<file path="src/rtl/fwd_pkg.sv">
// Shared constants for the forwarding/hazard controller: default widths and
// the EX operand mux select codes (Muxfa6 input numbering).
package fwd_pkg;

  localparam int AW_DEF = 5;
  localparam int SW_DEF = 3;

  typedef logic [SW_DEF-1:0] fwd_sel_t;

  localparam fwd_sel_t FWD_RF    = 3'd0;
  localparam fwd_sel_t FWD_EXMEM = 3'd1;
  localparam fwd_sel_t FWD_MEMWB = 3'd2;
  localparam fwd_sel_t FWD_LINK  = 3'd3;

endpackage

</file>
<file path="src/rtl/fwd_sel_gen.sv">
// Combinational forwarding select for one EX operand, computed in decode from
// the producers currently in EX and MEM.
module fwd_sel_gen import fwd_pkg::*; #(
  parameter int AW = AW_DEF,
  parameter int SW = SW_DEF
) (
  input  logic [AW-1:0] reg_i,
  input  logic          use_i,
  input  logic [AW-1:0] ex_wa_i,
  input  logic          ex_we_i,
  input  logic          ex_link_i,
  input  logic [AW-1:0] mem_wa_i,
  input  logic          mem_we_i,
  output logic [SW-1:0] sel_o
);

  // The EX producer is newer than the MEM one, so it is checked first.
  always_comb begin
    sel_o = SW'(FWD_RF);
    if (use_i && (reg_i != '0)) begin
      if (ex_we_i && (ex_wa_i == reg_i)) begin
        sel_o = ex_link_i ? SW'(FWD_LINK) : SW'(FWD_EXMEM);
      end else if (mem_we_i && (mem_wa_i == reg_i)) begin
        sel_o = SW'(FWD_MEMWB);
      end
    end
  end

endmodule

</file>
<file path="src/rtl/fwd_ctrl.sv">
// Forwarding and load-use hazard controller for the 5-stage MIPS pipeline.
// Optional MDU busy stall for mfhi/mflo is enabled by defining FWD_MDU_STALL_EN.
module fwd_ctrl import fwd_pkg::*; #(
  parameter int AW = AW_DEF,
  parameter int SW = SW_DEF
`ifdef FWD_MDU_STALL_EN
  , parameter int MDU_LAT = 32
`endif
) (
  input  logic          clk,
  input  logic          rst_n,
  input  logic          id_valid_i,
  input  logic [AW-1:0] id_rs_i,
  input  logic [AW-1:0] id_rt_i,
  input  logic          id_use_rs_i,
  input  logic          id_use_rt_i,
  input  logic [AW-1:0] id_wa_i,
  input  logic          id_we_i,
  input  logic          id_load_i,
  input  logic          id_link_i,
  input  logic          flush_i,
`ifdef FWD_MDU_STALL_EN
  input  logic          id_mdu_start_i,
  input  logic          id_mdu_read_i,
`endif
  output logic          stall_o,
  output logic [SW-1:0] fwd_a_sel_o,
  output logic [SW-1:0] fwd_b_sel_o
);

  logic [AW-1:0] ex_wa_q, ex_wa_d, mem_wa_q;
  logic          ex_we_q, ex_we_d, mem_we_q;
  logic          ex_load_q, ex_load_d;
  logic          ex_link_q, ex_link_d;
  logic [SW-1:0] fwd_a_sel_q, fwd_a_sel_d;
  logic [SW-1:0] fwd_b_sel_q, fwd_b_sel_d;
  logic [SW-1:0] sel_a, sel_b;
  logic          load_use, stall_c, issue;

  // A load in EX cannot forward yet; hold the consumer one cycle and let it
  // pick the loaded value from MEM/WB instead.
  assign load_use = id_valid_i & ex_we_q & ex_load_q & (ex_wa_q != '0) &
                    ((id_use_rs_i & (id_rs_i == ex_wa_q)) |
                     (id_use_rt_i & (id_rt_i == ex_wa_q)));

`ifdef FWD_MDU_STALL_EN
  localparam int CW = $clog2(MDU_LAT + 1);
  logic [CW-1:0] mdu_cnt_q, mdu_cnt_d;
  logic          mdu_busy;

  assign mdu_busy = id_valid_i & id_mdu_read_i & (mdu_cnt_q != '0);
  assign stall_c  = ~flush_i & (load_use | mdu_busy);

  always_comb begin
    mdu_cnt_d = mdu_cnt_q;
    if (issue && id_mdu_start_i) begin
      mdu_cnt_d = CW'(MDU_LAT);
    end else if (mdu_cnt_q != '0) begin
      mdu_cnt_d = mdu_cnt_q - CW'(1);
    end
  end

  always_ff @(posedge clk or negedge rst_n) begin
    if (!rst_n) mdu_cnt_q <= '0;
    else        mdu_cnt_q <= mdu_cnt_d;
  end
`else
  assign stall_c = ~flush_i & load_use;
`endif

  assign issue   = id_valid_i & ~flush_i & ~stall_c;
  assign stall_o = stall_c;

  fwd_sel_gen #(.AW(AW), .SW(SW)) u_sel_a (
    .reg_i    (id_rs_i),
    .use_i    (id_use_rs_i),
    .ex_wa_i  (ex_wa_q),
    .ex_we_i  (ex_we_q),
    .ex_link_i(ex_link_q),
    .mem_wa_i (mem_wa_q),
    .mem_we_i (mem_we_q),
    .sel_o    (sel_a)
  );

  fwd_sel_gen #(.AW(AW), .SW(SW)) u_sel_b (
    .reg_i    (id_rt_i),
    .use_i    (id_use_rt_i),
    .ex_wa_i  (ex_wa_q),
    .ex_we_i  (ex_we_q),
    .ex_link_i(ex_link_q),
    .mem_wa_i (mem_wa_q),
    .mem_we_i (mem_we_q),
    .sel_o    (sel_b)
  );

  // Anything that does not issue enters EX as a bubble with neutral selects.
  always_comb begin
    ex_wa_d     = ex_wa_q;
    ex_we_d     = 1'b0;
    ex_load_d   = 1'b0;
    ex_link_d   = 1'b0;
    fwd_a_sel_d = SW'(FWD_RF);
    fwd_b_sel_d = SW'(FWD_RF);
    if (issue) begin
      ex_wa_d     = id_wa_i;
      ex_we_d     = id_we_i;
      ex_load_d   = id_load_i;
      ex_link_d   = id_link_i;
      fwd_a_sel_d = sel_a;
      fwd_b_sel_d = sel_b;
    end
  end

  // MEM only needs address and write-enable: loads and links both reach
  // the MEM/WB result, so their flavour no longer affects selection.
  always_ff @(posedge clk or negedge rst_n) begin
    if (!rst_n) begin
      ex_wa_q     <= '0;
      ex_we_q     <= 1'b0;
      ex_load_q   <= 1'b0;
      ex_link_q   <= 1'b0;
      mem_wa_q    <= '0;
      mem_we_q    <= 1'b0;
      fwd_a_sel_q <= '0;
      fwd_b_sel_q <= '0;
    end else begin
      ex_wa_q     <= ex_wa_d;
      ex_we_q     <= ex_we_d;
      ex_load_q   <= ex_load_d;
      ex_link_q   <= ex_link_d;
      mem_wa_q    <= ex_wa_q;
      mem_we_q    <= ex_we_q;
      fwd_a_sel_q <= fwd_a_sel_d;
      fwd_b_sel_q <= fwd_b_sel_d;
    end
  end

  assign fwd_a_sel_o = fwd_a_sel_q;
  assign fwd_b_sel_o = fwd_b_sel_q;

endmodule

</file>
<file path="config.mk">
export PLATFORM = sky130hd
export DESIGN_NAME = fwd_ctrl
export DESIGN_NICKNAME = d
export VERILOG_FILES = /design/src/rtl/fwd_pkg.sv /design/src/rtl/fwd_sel_gen.sv /design/src/rtl/fwd_ctrl.sv
export SDC_FILE = /design/constraint.sdc
export NUM_CORES = 1
export LEC_CHECK = 0
export ABC_AREA = 1
export ABC_CLOCK_PERIOD_IN_PS = 3820
export BUFFER_PORTS_ARGS = -buffer_cell sky130_fd_sc_hd__buf_2
export CAP_MARGIN = 40
export CELL_PAD_IN_SITES_DETAIL_PLACEMENT = 1
export CELL_PAD_IN_SITES_GLOBAL_PLACEMENT = 1
export CORE_ASPECT_RATIO = 1.5
export CORE_MARGIN = 4
export CORE_UTILIZATION = 40
export DETAILED_ROUTE_END_ITERATION = 12
export PLACE_DENSITY = 0.86
export SYNTH_ARGS = -nofsm -noshare
export SYNTH_HDL_FRONTEND = slang
export SYNTH_HIERARCHICAL = 1
export SYNTH_SLANG_ARGS = --single-unit
export TNS_END_PERCENT = 10
</file>
<file path="constraint.sdc">
create_clock -name clk -period 3.82 [get_ports clk]
set_clock_uncertainty 0.05 [all_clocks]
set_input_delay 0.382 -clock clk [delete_from_list [all_inputs] [get_ports clk]]
set_output_delay 0.382 -clock clk [all_outputs]
set_load 0.005 [all_outputs]
</file>
* Word-level counts from Yosys, hierarchy flattened
Index checks and enable logic that the tools add are counted.
** Word-level totals
- Output and inout port bits :: 7
- Logic and storage cells :: 47
- Bits in registers :: 20
** Cells by class
- Bitwise operators :: 12
- Mux-type cells :: 12
- Equal/unequal tests :: 6
- Reductions and logical operators :: 9
** Operators by type and width (number)
- == test 5 bit :: 6
- two-way mux 3 bit :: 6
- nonzero test 5 bit :: 3
- bitwise AND 1 bit :: 9
- logical AND 1 bit :: 6
- two-way mux 2 bit :: 3
- two-way mux 1 bit :: 3
- inverter 1 bit :: 2
- OR 1 bit :: 1

* Depth between registers and ports, before layout
- Depth in word-level cells :: 8
- Mapped depth :: 11

* Modules after synthesis
Netlist, hierarchy kept.
** Modules (own cells, without submodules)
- fwd_ctrl :: times used 1, area an instance 918.4 um^2, seq. area each 500.5 um^2, cells each 116
- fwd_sel_gen :: times used 2, area an instance 280.3 um^2, seq. area each 0.0 um^2, cells each 62

* Least setup slack after synthesis
OpenSTA, ideal clock, no wires.
- Path type :: flip-flop to output port
- Start :: register ex_wa_q[3]
- End :: output port stall_o
- Path slack :: 2370 ps
- Stages on the path, launching flop included :: 9
- Data arrival time :: 1018 ps
- Path through :: dfrtp_1 -> inv_2 -> nand2_1 -> nand2_1 -> nor2_1 -> nand3_1 -> nand2_2 -> nand2_4 -> inv_1
** Between the ends
- Word-level cells in the longest chain between the ends :: 5
** RTL lines
- start: declaration :: line fwd_ctrl.sv:31 : logic [AW-1:0] ex_wa_q, ex_wa_d, mem_wa_q;
- start signal: assignment :: line fwd_ctrl.sv:127 : ex_wa_q <= ex_wa_d;
- == test 5 bit (on tied branches) :: line fwd_ctrl.sv:43, fwd_ctrl.sv:44
- bitwise AND 1 bit (on tied branches) :: line fwd_ctrl.sv:43, fwd_ctrl.sv:44
- OR 1 bit :: line fwd_ctrl.sv:43 : ((id_use_rs_i & (id_rs_i == ex_wa_q)) |
- bitwise AND 1 bit * :: line fwd_ctrl.sv:42 : assign load_use = id_valid_i & ex_we_q & ex_load_q & (ex_wa_q != '0) &
- bitwise AND 1 bit * :: line fwd_ctrl.sv:68 : assign stall_c = ~flush_i & load_use;
- end: declaration :: line fwd_ctrl.sv:26 : output logic stall_o,
Every way passes the cells marked *; elsewhere a longest branch is shown, timed or not.

* Worst setup path in the final report
Same ends and word-level chain as after synthesis.

==> impl.org <==
** Layout
- Layout Area Growth over Synthesis :: 15.4%
- For this run, the share of the core covered by cells in the final layout is 49.0%.
- The filler cells instantiated in the layout total 496.
- At the end of the flow, the number of nets in the layout was 296.
- Leading cell type in the layout, fill and taps excluded :: sky130_fd_sc_hd__nand2_1
- Summing all multi-input logic gate instances after layout gives 738 µm².
- Cells with a size suffix above 1 make up 26.6% of the layout.
- Count of inserted antenna diode cells :: 0
- Count of non-filler cells in the finished layout :: 313
- Seq. cell area :: 500 µm²
- Final std cell area, no fill :: 1710 µm²
- Commonest cells after routing, fill and taps aside :: sky130_fd_sc_hd__nand2_1, sky130_fd_sc_hd__inv_1, sky130_fd_sc_hd__nor2_1

** Global routing
- Entering global routing, the biggest net connects 21 pins.
- Wire length of the first global-routing pass :: 6940 µm
- Across every metal layer, demand over resource in global routing totals 19.2%.
- Initial antenna violation count :: 0
- Via count of the first global-routing pass :: 1540
- Remaining global-route overflow :: 0

** Detailed routing
- Total wire length after detailed routing :: 4070 µm
- Number of vias per cell after detailed routing :: 4.76
- After detailed routing, the average wire length per cell comes to 13.0 µm.
- Initial detailed-routing violation count :: 39
- Across all layers, the routed design uses 1490 vias.
- ANT nets after route :: 0
- After detailed routing, the number of remaining DRC violations is 0.
- Before antenna repair, the detailed router went through 4 iterations.

** Timing
- Share of the cycle needed by the critical path after routing :: 53.4%
- Max-slew violation count :: 0
- Unrepaired setup endpoints after global routing :: no
- Peak Freq :: 0.490 GHz
- The worst path in the final design needs a cycle of 2.04 ns, including I/O delays and setup.
- Final setup TNS :: 0 ns
- The final number of hold-violating endpoints is 0.
- Setup violations remaining at the end of the flow were counted as 0.
- Minimum setup slack in the final design :: 1.78 ns

** Power
- Power spent charging and discharging nets :: 197 µW
- Leak Pwr :: 0.00105 µW
- Reg power frac :: 45.0%
- Net switching is 34.7% of the power.
- The worst-case IR drop observed on VDD is 0.262 mV.
- Share of total power in the clock network :: 29.8%
- Combinational cells account for 25.2% of the total power.
- Design internal power :: 371 µW
- Power density over the cells :: 333 nW/µm²

** Synthesis
- Number of flops mapped to enable cells by yosys :: 0
- Mean instance size in the synthesized netlist :: 6.16 µm²
- Warnings, synthesis :: 6
- The synthesized design contains 20 register bits.
- Among all flip-flop cells after synthesis, the most frequent one is sky130_fd_sc_hd__dfrtp_1.
- Summing every instance area after synthesis gives 1480 µm².
- The synthesized netlist contains 17 unique library cells.
- The number of nets handed over by synthesis was 264.
- In the synthesized netlist, the number of instances is 240.
- After synthesis, flip-flops and latches occupy 33.8% of the total area.
- After synthesis, the share of flip-flops with an asynchronous set or reset is 100%.

** Placed design
- Placed cell areas :: 1650 µm²
- After legalization and detailed placement, the total HPWL measured 3200 µm.
- Routability-driven placement finished with a final weighted congestion of 0.820.
- Number of buffers inserted by port buffering :: 30
- Setup WS pre-CTS :: 2.08 ns
- # placed instances :: 309

** Clocking
- In this run, post-CTS hold repair placed 0 buffers.
- Counting every sink on the clock net gives 20.
- TritonCTS built the clock tree.
- Once the clock tree was built, the setup fixing pass inserted 0 buffers.
- The later pin in the worst-skew pair is clocked with a latency of 0.27 ns.
- No sink is reached through more buffers than the 2 on the longest clock path.
- H-tree depth :: 1
- After clock tree synthesis, the repair step resized 0 gates.
- Clock tree synthesis inserted a total of 3 buffers.
- The root buffer cell chosen for the clock tree is sky130_fd_sc_hd__clkbuf_8.
- After clock tree synthesis, the clock-pin slew on the worst setup and hold paths is 0.08 ns.

** Worst setup path
- Crit-path leading delay family :: flip-flops
- The critical path in this run is classified as reg2out.
- The worst setup path is launched from a flop.
- Worst endpoint required time :: 3.39 ns
- Critical Path End Type :: primary output
- CP dominant cell by count :: sky130_fd_sc_hd__nand2_1
- Stage delay of the slowest cell on the critical path :: 0.56 ns
- Traced cell by cell, the critical path runs through inv_2 > nand2_1 > nand2_1 > nor2_1 > nand3_1 > nand2_2 > nand2_4 > inv_1 > buf_2.
- Along the worst path, the maximum fanout reaches 9.
- The critical path contains buffers and inverters numbering 3 combined.
- The slowest stage of the critical path is the sky130_fd_sc_hd__dfrtp_1 cell.
- Arrival time of the worst setup path :: 1.61 ns

** Floorplan
- Initial core utilization :: 42.5%
- For this design the top-level I/O count stands at 31.
- The floorplan step defined a die boundary enclosing 4750 µm².
- Core ar. :: 3480 µm²
- Measured along the y axis, the die boundary spans 82.5 µm.
- Site Rows :: 26
- Width of the chip :: 57.6 µm

** Hold path
- The tightest min-delay check is of the in2async type.

** Status
- Status :: complete, no violations

** Flow run
- Across the run, the number of max-cap violations was 0.
## final timing paths
check	from	to	slack, ns	cells past startpoint
setup / recovery	ex_wa_q[3]	stall_o	1.78	9
hold / removal	rst_n	ex_we_q	0.004	1
setup reg to reg	ex_wa_q[3]	ex_wa_q[0]	2.22	10
hold reg to reg	ex_we_q	mem_we_q	0.42	0
max in group asynchronous	rst_n	ex_wa_q[4]	3.39	1
min in group clk	id_we_i	ex_we_q	0.26	3
## cell families after synthesis
group                  share of synthesized area, %
and+or+nand+nor                                48.7
buffers and inverters                          16.2
DFF                                            33.8
AOI/OAI and AO/OA                             0.677
other                                         0.508
## power groups by stage
stage                     Sequential, µW  Combinational, µW  Clock [µW]
final                                255                143         169
after global routing                 260                166         181
after global placement               257                138           0
after CTS                            255                145         170
after floorplan                      252               99.8           0
after detailed placement             259                142           0
## worst register-to-register path: stages, from the launching register on
cell                      delay, ns
sky130_fd_sc_hd__dfrtp_1       0.56
sky130_fd_sc_hd__inv_2         0.11
sky130_fd_sc_hd__nand2_1       0.07
sky130_fd_sc_hd__nand2_1       0.06
sky130_fd_sc_hd__nor2_1        0.12
sky130_fd_sc_hd__nand3_1       0.10
sky130_fd_sc_hd__nand2_2       0.10
sky130_fd_sc_hd__nand2_4       0.08
sky130_fd_sc_hd__nand2_4       0.16
sky130_fd_sc_hd__nand2_1       0.07
sky130_fd_sc_hd__nand2_1       0.08
## sequential cells by signal (all words and copies together) (netlist names)
register / cells
mem_wa_q: 5
ex_wa_q: 5
ex_link_q: 1
mem_we_q: 1
ex_we_q: 1
fwd_a_sel_o: 3
fwd_b_sel_o: 3
ex_load_q: 1
## synth_stat cells, types with 3 or more instances
| library cell | number | area share, % |
|---|---|---|
| sky130_fd_sc_hd__inv_1 | 43 | 11 |
| sky130_fd_sc_hd__dfrtp_1 | 20 | 34 |
| sky130_fd_sc_hd__nor2_2 | 3 | 1.3 |
| sky130_fd_sc_hd__nand3_1 | 11 | 3.7 |
| sky130_fd_sc_hd__nor2_4 | 5 | 3.8 |
| sky130_fd_sc_hd__nand4_1 | 4 | 1.7 |
| sky130_fd_sc_hd__nand2_2 | 13 | 5.5 |
| sky130_fd_sc_hd__nor2_1 | 31 | 7.9 |
| sky130_fd_sc_hd__nand2_1 | 84 | 21 |
| sky130_fd_sc_hd__inv_2 | 13 | 3.3 |
## stage by stage
stage               hold slack, ns  total power (µW)
finish                     0.00368               568
floorplan                   0.0364               351
detailed placement           0.321               401
global route                0.0459               606
global placement             0.315               396
CTS                         0.0331               571
## final cells by class
class / instances / share of cell area [%]
multi-input cells: 161 / 43.3
flip-flops and latches: 20 / 29.3
inverters: 56 / 12.3
repair buffers: 30 / 8.80
clock buffers: 4 / 3.23
well taps: 42 / 3.08
## per-layer routing
layer | routed length [µm] | global-route usage, %
met5 | 0 | 0
met4 | 140 | 9.74
met3 | 121 | 1.71
met2 | 2200 | 35.2
met1 | 1610 | 21.9
Power figures use the tool's default switching activity.
